==> src/rtl/seg7_pkg.sv <==
// Shared types and constants for the 7-segment scan driver.
// Segment vectors are active-high a..g (bit 0 = a, bit 6 = g) until polarity is applied.
package seg7_pkg;

    typedef logic [6:0] seg_t;

    localparam seg_t SEG_BLANK = 7'h00;

    // Hex glyphs 0..F; lower-case b and d keep them distinct from 8 and 0.
    localparam seg_t HEX_SEG [16] = '{
        7'h3F, 7'h06, 7'h5B, 7'h4F, 7'h66, 7'h6D, 7'h7D, 7'h07,
        7'h7F, 7'h6F, 7'h77, 7'h7C, 7'h39, 7'h5E, 7'h79, 7'h71
    };

    // Converts an active-high pattern to the pin polarity of the board.
    function automatic seg_t seg_polarity(input seg_t s, input logic active_low);
        return active_low ? ~s : s;
    endfunction

endpackage

==> src/rtl/seg7_scan_driver_hex.sv <==
// Combinational hex nibble to active-high segment pattern.
module hex_to_7seg
    import seg7_pkg::*;
(
    input  logic [3:0] nibble,
    output seg_t       seg
);

    // Table lookup; polarity is applied later at the output register.
    assign seg = HEX_SEG[nibble];

endmodule

==> src/rtl/seg7_scan_driver.sv <==
// Time-multiplexed 7-segment scan driver for the ALU result bus.
// A staging register takes load requests at any time; the shadow register that
// feeds the display is only updated on the frame boundary, so a frame never
// shows a mix of old and new digits. Each digit slot opens with a short
// all-off interval to suppress ghosting while the digit drivers switch.
// Optional build macro SEG7_DIM_EN adds a 4-bit brightness input that gates
// the lit part of each slot with a 16-phase PWM taken from the prescaler MSBs.
module seg7_scan_driver
    import seg7_pkg::*;
#(
    parameter int NUM_DIGITS     = 2,
    parameter int PRESCALE_W     = 10,
    parameter int BLANK_CYC      = 4,
    parameter bit SEG_ACTIVE_LOW = 1'b0,
    parameter bit DIG_ACTIVE_LOW = 1'b0
) (
    input  logic                    clk,
    input  logic                    rstb,
    input  logic                    ena,
    input  logic [4*NUM_DIGITS-1:0] data_in,
    input  logic [NUM_DIGITS-1:0]   dp_in,
    input  logic                    load,
`ifdef SEG7_DIM_EN
    input  logic [3:0]              brightness,
`endif
    output logic                    load_ack,
    output seg_t                    seg,
    output logic                    dp,
    output logic [NUM_DIGITS-1:0]   dig_en,
    output logic                    frame_done
);

    localparam int IDX_W = (NUM_DIGITS > 1) ? $clog2(NUM_DIGITS) : 1;
    localparam logic [IDX_W-1:0]      LAST_IDX  = IDX_W'(NUM_DIGITS - 1);
    localparam logic [PRESCALE_W-1:0] BLANK_END = PRESCALE_W'(BLANK_CYC);

    logic [PRESCALE_W-1:0]   presc;
    logic [IDX_W-1:0]        dig_idx;
    logic [4*NUM_DIGITS-1:0] staging;
    logic [NUM_DIGITS-1:0]   staging_dp;
    logic [4*NUM_DIGITS-1:0] shadow;
    logic [NUM_DIGITS-1:0]   shadow_dp;
    logic                    pending;

    logic                    tick;
    logic                    frame_end;
    logic                    blanking;
    logic                    lit;
    logic [3:0]              nibble;
    logic                    cur_dp;
    logic [NUM_DIGITS-1:0]   onehot;
    seg_t                    digit_seg;

    assign tick      = &presc;
    assign frame_end = ena & tick & (dig_idx == LAST_IDX);
    assign blanking  = (presc < BLANK_END);

    // The pulses are decoded from registered state so they line up with the
    // boundary edge itself; a load in the same cycle is acknowledged at once.
    assign frame_done = frame_end;
    assign load_ack   = frame_end & (pending | load);

    // Refresh prescaler and digit index; the index advances once per slot.
    always_ff @(posedge clk or negedge rstb) begin
        if (!rstb) begin
            presc   <= '0;
            dig_idx <= '0;
        end else if (ena) begin
            presc <= presc + 1'b1;
            if (tick) begin
                dig_idx <= (dig_idx == LAST_IDX) ? '0 : dig_idx + 1'b1;
            end
        end
    end

    // Staging takes every load; shadow only moves on the frame boundary.
    always_ff @(posedge clk or negedge rstb) begin
        if (!rstb) begin
            staging    <= '0;
            staging_dp <= '0;
            shadow     <= '0;
            shadow_dp  <= '0;
            pending    <= 1'b0;
        end else if (ena) begin
            if (load) begin
                staging    <= data_in;
                staging_dp <= dp_in;
            end
            if (frame_end) begin
                pending <= 1'b0;
                if (load) begin
                    shadow    <= data_in;
                    shadow_dp <= dp_in;
                end else if (pending) begin
                    shadow    <= staging;
                    shadow_dp <= staging_dp;
                end
            end else if (load) begin
                pending <= 1'b1;
            end
        end
    end

    // Select the nibble, decimal point and enable bit of the digit in its slot.
    always_comb begin
        nibble = '0;
        cur_dp = 1'b0;
        onehot = '0;
        for (int k = 0; k < NUM_DIGITS; k++) begin
            if (dig_idx == IDX_W'(k)) begin
                nibble    = shadow[4*k +: 4];
                cur_dp    = shadow_dp[k];
                onehot[k] = 1'b1;
            end
        end
    end

    hex_to_7seg u_hex (
        .nibble (nibble),
        .seg    (digit_seg)
    );

`ifdef SEG7_DIM_EN
    logic [3:0] brightness_q;
    logic [3:0] pwm_phase;

    assign pwm_phase = presc[PRESCALE_W-1 -: 4];
    assign lit       = !blanking && (pwm_phase <= brightness_q);

    // Brightness changes take effect at slot boundaries only, keeping each slot's duty consistent.
    always_ff @(posedge clk or negedge rstb) begin
        if (!rstb) begin
            brightness_q <= 4'hF;
        end else if (ena && tick) begin
            brightness_q <= brightness;
        end
    end
`else
    assign lit = !blanking;
`endif

    // Registered pin drivers; blanked slots drive segments and digits inactive.
    always_ff @(posedge clk or negedge rstb) begin
        if (!rstb) begin
            seg    <= seg_polarity(SEG_BLANK, SEG_ACTIVE_LOW);
            dp     <= SEG_ACTIVE_LOW;
            dig_en <= {NUM_DIGITS{DIG_ACTIVE_LOW}};
        end else if (ena) begin
            seg    <= seg_polarity(lit ? digit_seg : SEG_BLANK, SEG_ACTIVE_LOW);
            dp     <= (lit & cur_dp) ^ SEG_ACTIVE_LOW;
            dig_en <= (lit ? onehot : '0) ^ {NUM_DIGITS{DIG_ACTIVE_LOW}};
        end
    end

endmodule

==> config.mk <==
export PLATFORM = sky130hd
export DESIGN_NAME = seg7_scan_driver
export DESIGN_NICKNAME = d
export VERILOG_FILES = /design/src/rtl/seg7_pkg.sv /design/src/rtl/seg7_scan_driver_hex.sv /design/src/rtl/seg7_scan_driver.sv
export SDC_FILE = /design/constraint.sdc
export NUM_CORES = 1
export LEC_CHECK = 0
export ABC_AREA = 1
export CAP_MARGIN = 20
export CORE_MARGIN = 2
export CORE_UTILIZATION = 55
export DETAILED_ROUTE_END_ITERATION = 7
export PLACE_DENSITY = 0.78
export REMOVE_ABC_BUFFERS = 1
export SYNTH_ARGS = -nofsm -noshare
export SYNTH_HDL_FRONTEND = slang
export SYNTH_HIERARCHICAL = 1
export SYNTH_SLANG_ARGS = --single-unit
==> constraint.sdc <==
create_clock -name clk -period 2.1 [get_ports clk]
set_clock_uncertainty 0.1 [all_clocks]
set_input_delay 0.42 -clock clk [delete_from_list [all_inputs] [get_ports clk]]
set_output_delay 0.42 -clock clk [all_outputs]
set_load 0.005 [all_outputs]
== Word-level counts from Yosys, hierarchy flattened ==
Memories as Yosys holds them, arrays and structs flattened.
Cells that the tools add are included.
Word-level totals
  register bits: 42
  input bits: 14
  memory bits (read-only): 112
  memories: 1
  output and inout port bits: 12
  word-level logic and storage cells: 44
Memories
  (name not given): depth 16, width 7, rd ports 1, clocked after memory_dff 0, wr ports 0, line seg7_scan_driver_hex.sv:10  | assign seg = HEX_SEG[nibble];
Cells by class
  $add $sub $neg: 2
  reduce and logical (&&, ||, !) cells: 8
  mux-type cells: 15
  $lt $le $gt $ge: 2
  bitwise gates (word level): 6
Operator list (count)
  $mux W7: 3
  $mux W8: 2
  $reduce_and A11 Y1: 1
  $add A10 B1 Y10 const B: 1
  $lt A10 B3 Y1 const B: 1
  $reduce_and A10 Y1: 1
  $mux W1: 6
  $mux W2: 3
  $ge A5 B5 Y1 const B: 1
  $not A4 Y5: 1
  $and A1 B1 Y1: 4
  $mux W4: 1
  $reduce_and A2 Y1: 2
  $reduce_bool A2 Y1: 2
  $reduce_and A3 Y1: 1
  $add A1 B1 Y1 const B: 1
  $logic_not A1 Y1: 1
  $or A1 B1 Y1: 1

== Logic depth before layout (Yosys ltp) ==
  depth in word-level cells: 6
  mapped depth: 13
  mapped depth without buffers: 12

== Modules after synthesis ==
Netlist, hierarchy kept.
Modules (own cells, without submodules)
  seg7_scan_driver: area each 1990.7 um^2, cells each 247, instances 1, sequential area each 1051.0 um^2
  hex_to_7seg: area each 270.3 um^2, cells each 52, instances 1, sequential area each 0.0 um^2

== Worst setup path before layout ==
OpenSTA, ideal clock, no wires.
  kind: reg2reg
  from: register dig_idx
  to: register seg[3]
  setup time: 0.135 ns
  setup slack: 0.354 ns
  buffers on the path: 1
  period minus slack after synthesis: 1.746 ns
  required time: 1.865 ns
  stages on the path, launching flop included: 13
  data arrival time: 1.511 ns
  cell sequence: dfrtp_1 buf_4 inv_1 nand2_1 nand2_1 inv_1 ha_1 nand2_1 o21ai_0 nand2_1 nand2_1 nand2_1 o21ai_0
Between the ends
  cells in the longest elaborated chain, start to end: 6
RTL lines
  start: declaration: line seg7_scan_driver.sv:38  | logic [IDX_W-1:0] dig_idx;
  start signal: assignment: line seg7_scan_driver.sv:71  | dig_idx <= (dig_idx == LAST_IDX) ? '0 : dig_idx + 1'b1;
  $mux W4: line seg7_scan_driver.sv:110  | if (dig_idx == IDX_W'(k)) begin
  net nibble[0]: line seg7_scan_driver.sv:49  | logic [3:0] nibble;
  $not A4 Y5 (not written as such): line seg7_scan_driver_hex.sv:10
  $mem_v2 Z16 W7
  $mux W7 (not written as such) (2 in series): line seg7_scan_driver_hex.sv:10
  net digit_seg[3]: line seg7_scan_driver.sv:52  | seg_t digit_seg;
  $mux W7: line seg7_scan_driver.sv:149  | seg <= seg_polarity(lit ? digit_seg : SEG_BLANK, SEG_ACTIVE_LOW);
  end signal: assignment: line seg7_scan_driver.sv:145  | seg <= seg_polarity(SEG_BLANK, SEG_ACTIVE_LOW);
  end signal: assignment: line seg7_scan_driver.sv:149
  end: declaration: line seg7_scan_driver.sv:27  | output seg_t seg,
The timed path passes the listed nets, and every way through them passes these cells. The select of a mux whose other input is x is not followed.
A chain may end at the register's enable or synchronous reset.

== Worst setup path after layout ==
  from: register presc[1]
  to: output port frame_done
Between the ends
  cells in the longest elaborated chain, start to end: 3
RTL lines
  start: declaration: line seg7_scan_driver.sv:37  | logic [PRESCALE_W-1:0] presc;
  start signal: assignment: line seg7_scan_driver.sv:69  | presc <= presc + 1'b1;
  $reduce_and A10 Y1: line seg7_scan_driver.sv:54  | assign tick = &presc;
  $and A1 B1 Y1 (2 in series): line seg7_scan_driver.sv:55  | assign frame_end = ena & tick & (dig_idx == LAST_IDX);
  end: declaration: line seg7_scan_driver.sv:30  | output logic frame_done
No other way between the ends.

==> metrics.cfg <==
[setup_path]
cp_data_arrival_time_ns = 1.45
crit_fanout = 3
end_of_the_worst_register_to_register_path = seg[3]
critical_path.startpoint_type = flop
required_ns = 1.58
setup.worst_path.class = reg -> out
worst_setup_path_end_kind = primary output
reg2reg_setup_slack_ns = 0.19
r2r_start = dig_idx
worstRegToRegCells = 12

[pwr]
peakVddDrop_mv = 0.441
share_of_power_burned_in_the_clock_network = 0.269
power.combinational.fraction = 0.203
power_density_mw_per_mm2 = 678
seq_power_share = 0.528
power.total_mw = 1.85
power.switching_uw = 538
sw_frac_of_total = 0.290
power_leakage_nw = 1.42
internal_power_mw = 1.32

[grt]
grt_antenna_before_repair = 0
grt_remaining_overflow = 0
met2_track_utilization_from_global_routing = 0.365
global_route_wire_length_before_repair_microns = 7380
grt_pass1_vias = 1778
global_route.usage.met3 = 0.0444
grt.total_usage = 0.212
largest_net_degree_at_the_start_of_global_routing = 22
gr_peak_layer = met2
met1_demand_to_capacity_share_in_global_routing = 0.258

[clocking]
cell_at_the_root_of_the_clock_tree = sky130_fd_sc_hd__clkbuf_8
number_of_buffers_on_the_longest_clock_path = 2
clock_latency_ns = 0.29
tritoncts_clock_tree = yes
cts-htree-levels = 2
cts_num_sinks = 42
tritoncts.num_buffers = 5
clk_pin_slew_worst_paths_ns = 0.08

[detailed_routing]
drc_violations_left = 0
drt-vias-per-instance = 4.90
average_wire_per_cell_in_the_routed_design_microns = 10.4
drt-pass1-iter-count = 4
vias = 1907
totalWireLength_microns = 4040
route.antenna.remaining_nets = 0
drt_iter0_markers = 79

[floorplanning]
die_w_microns = 68.1
die-height_microns = 68.1
floorplan.initialDensity = 0.569
die_area_sq_mm = 0.00464
row_count = 23
core_region_area_sq_mm = 0.00397
floorplan.io_pins = 26

[hold_path]
holdPathEnd = seg[5]
worstHoldStart = seg[5]
hp-class = reg -> reg
min_path_cells = 2

[final_layout]
final-instance-count-excl-fill = 389
most-common-layout-cells = 121 x sky130_fd_sc_hd__nand2_1, 41 x sky130_fd_sc_hd__dfrtp_1, 33 x sky130_fd_sc_hd__inv_1
area_delta_synth_final_pct = 21.1
layout_commonest_cell = sky130_fd_sc_hd__nand2_1
finalInstanceArea_sq_mm = 0.00274
fraction_of_layout_cells_with_a_size_suffix_above_1 = 0.115
nets = 360
insertedDiodeCount = 0

[synth]
post_synth_instance_area_sq_mm = 0.00226
yosysSeqAreaShare = 0.465
yosys.area.top_type = sky130_fd_sc_hd__dfrtp_1
synthCells = 299
post_synth.cell_area_avg_sq_um = 7.56
synthesized_flop_and_latch_total = 42
post_synth_num_cell_types = 23
yosysTopAreaCellShare = 0.465
ys_top_cells_by_area = sky130_fd_sc_hd__dfrtp_1 46%, sky130_fd_sc_hd__nand2_1 20%, sky130_fd_sc_hd__o21ai_0 6.2%, sky130_fd_sc_hd__inv_1 5.5%, sky130_fd_sc_hd__ha_1 4.4%
yosysWarningCount = 6

[placement]
number_of_buffers_inserted_by_port_buffering = 25
detailed_place_hpwl_microns = 3090
finalWeightedCongestion = 0.911
detailedPlace.worstSlack_ns = -0.387
dp.cells = 378
dpl_cell_area_sq_mm = 0.00262

[timing]
hold_viol_final = 0
final.setup.worst_slack_ns = 0.125
period_share = 0.940
worst_slack_on_hold_paths_ns = 0.383
report.final.slew_viol_count = 0
rsz0062_at_grt = no
max_slew.worst_pin.slew_ns = 0.440
slew_headroom = 0.706
tmin_final_ns = 1.97
setup_viol = 0
max_freq_mhz = 506

[job]
max-cap-violations = 0

[run_status]
status = complete, no violations

## how the worst max path moves through the flow
stage                        start          to  slack [ns]
after floorplan           presc[0]    load_ack        0.40
after global placement         ena    load_ack       -0.38
after detailed placement       ena    load_ack       -0.39
after CTS                 presc[1]    load_ack        0.08
after global routing       dig_idx      seg[3]       0.003
final                     presc[1]  frame_done        0.13
## layer usage
layer	wire length, microns	vias to the layer above
li1	-	994
met1	1910	858
met2	1860	49
met3	226	6
met4	51	0
met5	0	-
## final cells by class
cell class / count / area (sq um)
inverter: 35 / 131
sequential: 42 / 1050
clock inverter: 2 / 13.8
tap: 50 / 62.6
fill: 359 / 1230
multi-input combinational: 211 / 1030
clock buffer: 6 / 72.6
timing repair buffer: 43 / 375
## cell usage after synthesis, drive strengths merged
cell / n
nand2: 126
dfrtp: 42
inv: 35
o21ai: 28
nand3: 18
nor2: 16
buf: 9
ha: 8
xor2: 5
nand4: 4
a21oi: 2
clkbuf: 2
xnor2: 2
nor3: 1
o22ai: 1
## cells by family after synthesis
| group | share of synthesized area |
|---|---|
| compound gates | 0.0692 |
| xor+xnor | 0.0271 |
| fa+ha+maj | 0.0443 |
| buf+inv | 0.0874 |
| flops | 0.465 |
| simple gates | 0.307 |
## metrics by stage
stage          TNS (ns)  utilization
3_3_place_gp     -0.747        0.658
2_1_floorplan         0            -
3_5_place_dp     -0.741        0.658
6_report              0        0.689
5_1_grt               0        0.689
4_1_cts               0        0.690
## power groups by stage
stage / combinational, mW / sequential (mW) / clock (mW)
detailed placement: 0.354 / 0.996 / 0
floorplan: 0.202 / 0.991 / 0
finish: 0.376 / 0.980 / 0.499
global route: 0.435 / 0.996 / 0.553
global placement: 0.348 / 0.993 / 0
CTS: 0.380 / 0.979 / 0.520
## critical path: stages, from the launching register on
cell	delay, ns
sky130_fd_sc_hd__dfrtp_1	0.36
sky130_fd_sc_hd__ha_2	0.18
sky130_fd_sc_hd__inv_1	0.06
sky130_fd_sc_hd__nor2_4	0.17
sky130_fd_sc_hd__nand2_4	0.08
sky130_fd_sc_hd__nor2_4	0.08
sky130_fd_sc_hd__dlygate4sd2_1	0.23
## state kept, by name, indices dropped and copies added, names as in the netlist
| register | cells |
|---|---|
| staging_dp | 2 |
| staging | 8 |
| dig_idx | 1 |
| dp | 1 |
| shadow | 8 |
| seg | 7 |
| pending | 1 |
| shadow_dp | 2 |
| dig_en | 2 |
| presc | 10 |
## what timing repair did
item	CTS	global route
buffers inserted	2	0
hold endpoints to repair	15	0
pin swaps	4	3
setup endpoints to repair	2	1
gates resized for setup	8	3
hold buffers	1	0
Note: power is estimated with default switching activity, not from simulation.
